`src/rtl/gcd_controller.sv`:
```
// Control FSM for the subtract-compare GCD datapath with start/busy/done/err handshake and iteration watchdog.
// Define GCD_ITER_CNT_EN to expose the iteration count of the last run on iter_cnt.
module gcd_controller #(
  parameter int MAX_ITER = 16,
  parameter int CW       = 5
) (
  input  logic clk,
  input  logic clr,
  input  logic start,
  input  logic eqflg,
  input  logic itflg,
  output logic xmsel,
  output logic ymsel,
  output logic xld,
  output logic yld,
  output logic gld,
  output logic busy,
  output logic done,
  output logic err
`ifdef GCD_ITER_CNT_EN
  ,
  output logic [CW-1:0] iter_cnt
`endif
);

  typedef enum logic [2:0] {
    S_IDLE = 3'd0,
    S_LOAD = 3'd1,
    S_CALC = 3'd2,
    S_DONE = 3'd3,
    S_ERR  = 3'd4
  } state_t;

  state_t        state_q, state_d;
  logic [CW-1:0] cnt_q, cnt_d;
  logic          busy_q, busy_d;
  logic          done_q, done_d;
  logic          err_q, err_d;
  logic          load_q, load_d;
  logic [CW-1:0] iter_q, iter_d;
  logic          calc_s;
  logic          wd_hit_s;
  logic          sub_s;

  assign wd_hit_s = (cnt_q == CW'(MAX_ITER));

  // Next-state, watchdog counter and registered handshake outputs
  always_comb begin
    state_d = state_q;
    cnt_d   = cnt_q;
    iter_d  = iter_q;
    case (state_q)
      S_IDLE: begin
        if (start) state_d = S_LOAD;
        else       state_d = S_IDLE;
      end
      S_LOAD: begin
        cnt_d   = '0;
        state_d = S_CALC;
      end
      S_CALC: begin
        // The watchdog exit is what keeps the counter from ever passing MAX_ITER
        if (eqflg) begin
          state_d = S_DONE;
        end else if (wd_hit_s) begin
          state_d = S_ERR;
        end else begin
          state_d = S_CALC;
          cnt_d   = cnt_q + CW'(1);
        end
      end
      S_DONE:  state_d = S_IDLE;
      S_ERR:   state_d = S_IDLE;
      default: state_d = S_IDLE;
    endcase
    busy_d = (state_d == S_LOAD) || (state_d == S_CALC);
    load_d = (state_d == S_LOAD);
    done_d = (state_d == S_DONE);
    err_d  = (state_d == S_ERR);
    if ((state_d == S_DONE) || (state_d == S_ERR)) iter_d = cnt_q;
    else                                          iter_d = iter_q;
  end

  // State and output registers; clr aborts immediately with no pulse
  always_ff @(posedge clk or posedge clr) begin
    if (clr) begin
      state_q <= S_IDLE;
      cnt_q   <= '0;
      busy_q  <= 1'b0;
      load_q  <= 1'b0;
      done_q  <= 1'b0;
      err_q   <= 1'b0;
      iter_q  <= '0;
    end else begin
      state_q <= state_d;
      cnt_q   <= cnt_d;
      busy_q  <= busy_d;
      load_q  <= load_d;
      done_q  <= done_d;
      err_q   <= err_d;
      iter_q  <= iter_d;
    end
  end

  // CALC strobes must follow the flags of the current cycle, so they stay Mealy
  assign calc_s = (state_q == S_CALC);
  assign sub_s  = calc_s & ~eqflg & ~wd_hit_s;

  assign xmsel = load_q;
  assign ymsel = load_q;
  assign xld   = load_q | (sub_s & ~itflg);
  assign yld   = load_q | (sub_s & itflg);
  assign gld   = calc_s & eqflg;
  assign busy  = busy_q;
  assign done  = done_q;
  assign err   = err_q;
`ifdef GCD_ITER_CNT_EN
  assign iter_cnt = iter_q;
`endif

endmodule
```
`config.mk`:
```
export PLATFORM = sky130hd
export DESIGN_NAME = gcd_controller
export DESIGN_NICKNAME = d
export VERILOG_FILES = /design/src/rtl/gcd_controller.sv
export SDC_FILE = /design/constraint.sdc
export NUM_CORES = 1
export LEC_CHECK = 0
export BUFFER_PORTS_ARGS = -buffer_cell sky130_fd_sc_hd__buf_2
export CAP_MARGIN = 0
export CORE_AREA = 2 2 53 45
export DETAILED_ROUTE_END_ITERATION = 10
export DIE_AREA = 0 0 55 47
export GPL_TIMING_DRIVEN = 0
export PLACE_DENSITY = 0.56
export SLEW_MARGIN = 40
export SYNTH_ARGS = -nofsm -noshare
export SYNTH_HDL_FRONTEND = slang
export SYNTH_SLANG_ARGS = --single-unit
```
`constraint.sdc`:
```
create_clock -name clk -period 1.8 [get_ports clk]
set_input_delay 0.09 -clock clk [delete_from_list [all_inputs] [get_ports clk]]
set_output_delay 0.09 -clock clk [all_outputs]
set_load 0.02 [all_outputs]
```
# Yosys cells after proc, flatten, opt, wreduce, memory -nomap -nowiden
# Cells that the tools add are included.
dict set report totals {
  inputBits 5
  word_cells 37
  out_inout_bits 8
  reg_bits 12
}
dict set report op_classes {
  reduce_logical 4
  eq_ne 9
  mux 7
  bitwise_logic 10
  n_addsub 1
}
# operator n
set op_table {}
lappend op_table {{$mux W5} 2}
lappend op_table {{$pmux W5 S2} 1}
lappend op_table {{$eq A3 B2 Y1 const B} 3}
lappend op_table {{$pmux W3 S3} 1}
lappend op_table {{$eq A3 B1 Y1 const B} 2}
lappend op_table {{$mux W3} 2}
lappend op_table {{$add A5 B1 Y5 const B} 1}
lappend op_table {{$and A1 B1 Y1} 5}
lappend op_table {{$eq A5 B5 Y1 const B} 1}
lappend op_table {{$ne A2 B2 Y1 const B} 2}
lappend op_table {{$eq A3 B3 Y1 const B} 1}
lappend op_table {{$logic_not A3 Y1} 1}
lappend op_table {{$not A1 Y1} 3}
lappend op_table {{$reduce_and A3 Y1} 1}
lappend op_table {{$or A1 B1 Y1} 2}
lappend op_table {{$reduce_bool A2 Y1} 1}
lappend op_table {{$logic_or A1 B1 Y1} 1}
lappend op_table {{$mux W1} 1}

# Depth between registers and ports, before layout
dict set report logic_depth {
  ltp_word 6
  ltp_mapped 5
  mapped_depth_nobuf 5
}

# Least setup slack after synthesis
# OpenSTA, ideal clock, no wires.
dict set report synth_timing {
  path_type {reg-to-output}
  from {register state_q[0]}
  to {output port xld}
  arrival_time_ns 1.480
  setup_slack_ns 0.230
  stages_incl_launch_ff 4
  path_buffers 0
  t_required_ns 1.710
  path_cell_list {dfrtp_1 nor4b_1 nand2_1 o21bai_1}
}
dict set report synth_between {
  elab_chain_cells 5
}
# element line
set synth_lines {}
lappend synth_lines {{start: declaration} 34} ;# state_t state_q, state_d;
lappend synth_lines {{start signal: assignment} 95} ;# state_q <= state_d;
lappend synth_lines {{$eq A3 B2 Y1} 106} ;# assign calc_s = (state_q == S_CALC);
lappend synth_lines {{$and A1 B1 Y1 (2 in a row)} 107} ;# assign sub_s = calc_s & ~eqflg & ~wd_hit_s;
lappend synth_lines {{$and A1 B1 Y1} 111} ;# assign xld = load_q | (sub_s & ~itflg);
lappend synth_lines {{$or A1 B1 Y1} 111}
lappend synth_lines {{end: declaration} 14} ;# output logic xld,
# Every way passes these cells.

# Final worst setup path
dict set report layout_timing {
  from {register cnt_q[0]}
  to {output port yld}
}
dict set report layout_between {
  elab_chain_cells 5
}
# element line
set layout_lines {}
lappend layout_lines {{start: declaration} 35} ;# logic [CW-1:0] cnt_q, cnt_d;
lappend layout_lines {{start signal: assignment} 96} ;# cnt_q <= cnt_d;
lappend layout_lines {{$eq A5 B5 Y1} 45} ;# assign wd_hit_s = (cnt_q == CW'(MAX_ITER));
lappend layout_lines {{$not A1 Y1} 107}
lappend layout_lines {{$and A1 B1 Y1} 107}
lappend layout_lines {{$and A1 B1 Y1} 112} ;# assign yld = load_q | (sub_s & itflg);
lappend layout_lines {{$or A1 B1 Y1} 112}
lappend layout_lines {{end: declaration} 15} ;# output logic yld,
# Every way passes these cells.

==> summary by stage <==
Outcome
The flow ran to the end, and the final reports show no timing, DRC or antenna violations.

Layout
The fill cell instance count of the final layout is 216. The repair_antennas step left the layout with diodes totalling 0. The number of nets in the finished design is 82. The fraction of final layout cells sized beyond drive strength 1 is 35.1%.

The finished cells cover 772 um2. Leaving out filler cells and counting taps, the final layout contains 99. Compared with the post-synthesis result, the final layout area differs by 36.5%. For this run, the share of the core covered by cells in the final layout is 37.4%.

Floorplan
The die covers 2590 um2. For this design the top-level I/O count stands at 13. The number of standard-cell rows in the floorplan is 15. The die is 55 um wide. For this configuration, the core starts out at a cell density of 27.4%. The core region is 2060 um2.

The floorplan step set the die height to 47 um.

Critical path
The most critical setup path has its endpoint at yld. The kind of capture point of the worst setup path is a primary output. The number of cells on the worst reg-to-reg path is 3. The critical path in this run is classified as reg2out. The startpoint type of the worst setup path is a flip-flop.

The data required time of the worst path is 1.71 ns. The largest fanout of any net on the critical path is 6. In this run the register-to-register setup slack is 0.17 ns. In this run the worst setup path begins at cnt_q[0].

The arrival time at the worst endpoint is 1.64 ns. The source of the worst register-to-register timing path is state_q[0]. In this run the critical register-to-register path is captured at cnt_q[3].

Synth
Counting every net in the synthesized netlist gives 61. The area fraction of the dominant cell type after synthesis is 53.1%. Counting distinct cell types in the post-synthesis netlist gives 27. The summed instance area of the synthesized netlist is 566 um2. The synthesized design contains 12 register bits. The number of enable-type register cells in the synthesized netlist is 0. In this run the mean area of a mapped cell was 10.5 um2. The share of flip-flops with an asynchronous set or reset after synthesis is 100%. Of the synthesized area, sequential elements account for 53.1%. The number of warnings issued by yosys is 0. The most frequently used flop master after synthesis is sky130_fd_sc_hd__dfrtp_1. Sorting the synthesized cells by area gives the leading types as sky130_fd_sc_hd__dfrtp_1 53%, sky130_fd_sc_hd__ha_1 4.4%, sky130_fd_sc_hd__nand3_1 3.5%.

The biggest area contributor in the post-synthesis netlist is sky130_fd_sc_hd__dfrtp_1. Yosys instantiated no cell more often than sky130_fd_sc_hd__dfrtp_1. In the synthesized netlist, the cells that appear most often are 12 x sky130_fd_sc_hd__dfrtp_1, 5 x sky130_fd_sc_hd__inv_1, 4 x sky130_fd_sc_hd__nand2_1, 4 x sky130_fd_sc_hd__nand3_1. The number of instances in the synthesized netlist is 54.

Power
Internal power comes to 700 uW. The total power per unit cell area is 1450 nW/um2. VDD sags by at most 0.601 mV. The relative contribution of the clock network to total power is 19.1%. The analysis attributes to cell leakage a power of 0.388 nW. The power share of the combinational group is 43.5%.

The net switching power is 422 uW. The sequential power share is 37.4%. Net switching is 37.6% of the power.

Timing
The count of endpoints failing setup in the final report is 0. The relative max-transition margin is 68.6%. The worst path uses 95.9% of the clock period. Timing would allow up to 579 MHz. The final count of hold timing violations is 0.

The post-route worst hold slack is 0.0894 ns. Setup repair after global routing could not meet its margin everywhere. The time the worst path needs with I/O delays and setup is 1.73 ns. Setup slack on the critical path of the routed design comes to 0.0741 ns. The final-report max-slew violation count came to 0. For the pin with the worst max-slew slack, the measured transition is 0.471 ns. The largest clock skew in the final design is 0.00269 ns.

GRT
The number of global-route vias before repair came to 406. Entering global routing, the biggest net connects 13 pins. The overall fraction of global-route tracks in use is 11.4%. The first global-routing pass estimated 1970 um of wire.

The initial antenna violation count is 0. The aggregate global routing overflow is 0.

Routing
For this run, the detailed router's first-pass iteration total came to 2. The number of vias after detailed routing is 455. In the routed design, unresolved DRC markers number 0.

The count of nets left with antenna violations once routing finished came out at 0. The detail-routed net length per standard cell is 12.3 um. In this run, the number of DRC markers left after iteration 0 of detailed routing was 4. The via density per instance is 4.60.

Summed over all layers, the routed wires come to 1220 um.

Clock tree
The insertion delay to the later sink of the worst-skew pair is 0.27 ns. The maximum number of buffers from clock root to sink is 2. The clock net in this run drives a total of 12 sinks.

The clock tree root buffer cell is sky130_fd_sc_hd__clkbuf_4. The clock tree from TritonCTS is built. Clock-pin slew was measured on the worst setup and hold paths at 0.08 ns. The number of levels the H-tree was split into is 1. Buffers inserted during clock tree synthesis total 3.

Placed design
The worst slack after detailed placement is -0.00337 ns. Once detailed placement completed, the half-perimeter wirelength came to 868 um. In this run the cell area measured after placement is 657 um2.

The number of placed instances, taps included, is 91. Buffers placed on the I/O ports in this run total 12. At the end of routability-driven placement, the weighted congestion stood at 0.772.

Hold path
The type of the tightest min-delay check is in2reg. The worst hold path was traced through 3 stages.

Job
Across the run, the number of max-cap violations was 0.
worst min-delay path by stage:
stage	startpoint	endpoint
2_1_floorplan	clr	busy
3_3_place_gp	clr	cnt_q[4]
3_5_place_dp	clr	cnt_q[4]
4_1_cts	start	xmsel
5_1_grt	start	xmsel
6_report	start	xmsel
power by group through the flow:
| stage | logic (mW) | registers (mW) | clock network, mW |
|---|---|---|---|
| after detailed placement | 0.403 | 0.418 | 0 |
| after global placement | 0.392 | 0.412 | 0 |
| final | 0.489 | 0.420 | 0.214 |
| after global routing | 0.536 | 0.432 | 0.237 |
| after CTS | 0.434 | 0.419 | 0.223 |
| after floorplan | 0.260 | 0.434 | 0 |
layout make-up:
class / count / area [um2] / area share, %
tap: 25 / 31.3 / 4.05
clock buffer: 4 / 36.3 / 4.70
inverter: 5 / 18.8 / 2.43
multi-input combinational: 35 / 282 / 36.5
sequential: 12 / 300 / 38.9
timing repair buffer: 16 / 92.6 / 12.0
buffer: 2 / 11.3 / 1.46
flip-flops by register name, summed over array words and instances, names as in the netlist:
name and cells:
busy 1, cnt_q 5, done 1, err 1, state_q 3, xmsel 1
logic make-up (layout without fill, tap and decap cells):
group | Yosys count | in the layout | share of synthesized area (%)
AO/OA/AOI/OAI | 8 | 8 | 9.29
XOR/XNOR | 1 | 1 | 1.55
adder cells (fa/ha/maj) | 2 | 2 | 4.42
buffers and inverters | 7 | 27 | 5.31
flip-flops | 12 | 12 | 53.1
multiplexers | 1 | 1 | 1.77
AND/OR/NAND/NOR | 23 | 23 | 24.6
timing repair:
action,CTS,global route
gates resized for setup,3,3
endpoints found under the setup margin,2,2
pin swaps,0,2
buffers inserted,0,3
hold buffers,1,0
endpoints found under the hold margin,12,0
layout by cell type, fill, tap and decap left out:
cell / instances
sky130_fd_sc_hd__nand2b_1: 1
sky130_fd_sc_hd__nor4b_4: 1
sky130_fd_sc_hd__clkbuf_4: 3
sky130_fd_sc_hd__nand3b_1: 1
sky130_fd_sc_hd__nand3_1: 4
sky130_fd_sc_hd__mux2i_1: 1
sky130_fd_sc_hd__buf_2: 12
sky130_fd_sc_hd__nor3_1: 1
sky130_fd_sc_hd__inv_1: 5
sky130_fd_sc_hd__nand4bb_4: 1
sky130_fd_sc_hd__o211ai_1: 1
sky130_fd_sc_hd__ha_4: 1
sky130_fd_sc_hd__xnor2_1: 1
sky130_fd_sc_hd__or3b_2: 1
sky130_fd_sc_hd__a21o_1: 1
sky130_fd_sc_hd__or3_1: 1
sky130_fd_sc_hd__or4b_4: 1
sky130_fd_sc_hd__a21boi_1: 1
sky130_fd_sc_hd__and2_4: 1
sky130_fd_sc_hd__o21ai_0: 3
sky130_fd_sc_hd__and3_1: 2
sky130_fd_sc_hd__clkbuf_1: 1
sky130_fd_sc_hd__nand4_1: 1
sky130_fd_sc_hd__o31ai_1: 1
sky130_fd_sc_hd__ha_1: 1
sky130_fd_sc_hd__buf_4: 4
sky130_fd_sc_hd__clkbuf_8: 1
sky130_fd_sc_hd__o21bai_1: 1
sky130_fd_sc_hd__dfrtp_1: 12
sky130_fd_sc_hd__dlygate4sd3_1: 1
sky130_fd_sc_hd__nand2_1: 4
sky130_fd_sc_hd__nor2_1: 3
worst max-delay path: stages (launching register included):
cell and delay (ns):
sky130_fd_sc_hd__dfrtp_1 0.41, sky130_fd_sc_hd__inv_1 0.13, sky130_fd_sc_hd__ha_4 0.15, sky130_fd_sc_hd__nand4bb_4 0.15, sky130_fd_sc_hd__and2_4 0.20, sky130_fd_sc_hd__a21o_1 0.17, sky130_fd_sc_hd__buf_2 0.15
routing by layer:
layer	GRT usage [%]	vias to the layer above	wire, um
li1	-	228	-
met1	14.7	212	546
met2	16.4	10	594
met3	5.73	5	59
met4	4.39	0	19
met5	0	-	0
stage by stage:
stage | power [mW] | TNS, ns
global placement | 0.805 | 0
CTS | 1.08 | 0
floorplan | 0.694 | 0
global route | 1.21 | -0.000271
detailed placement | 0.821 | -0.00337
finish | 1.12 | 0
(Power assumes the default switching activity.)
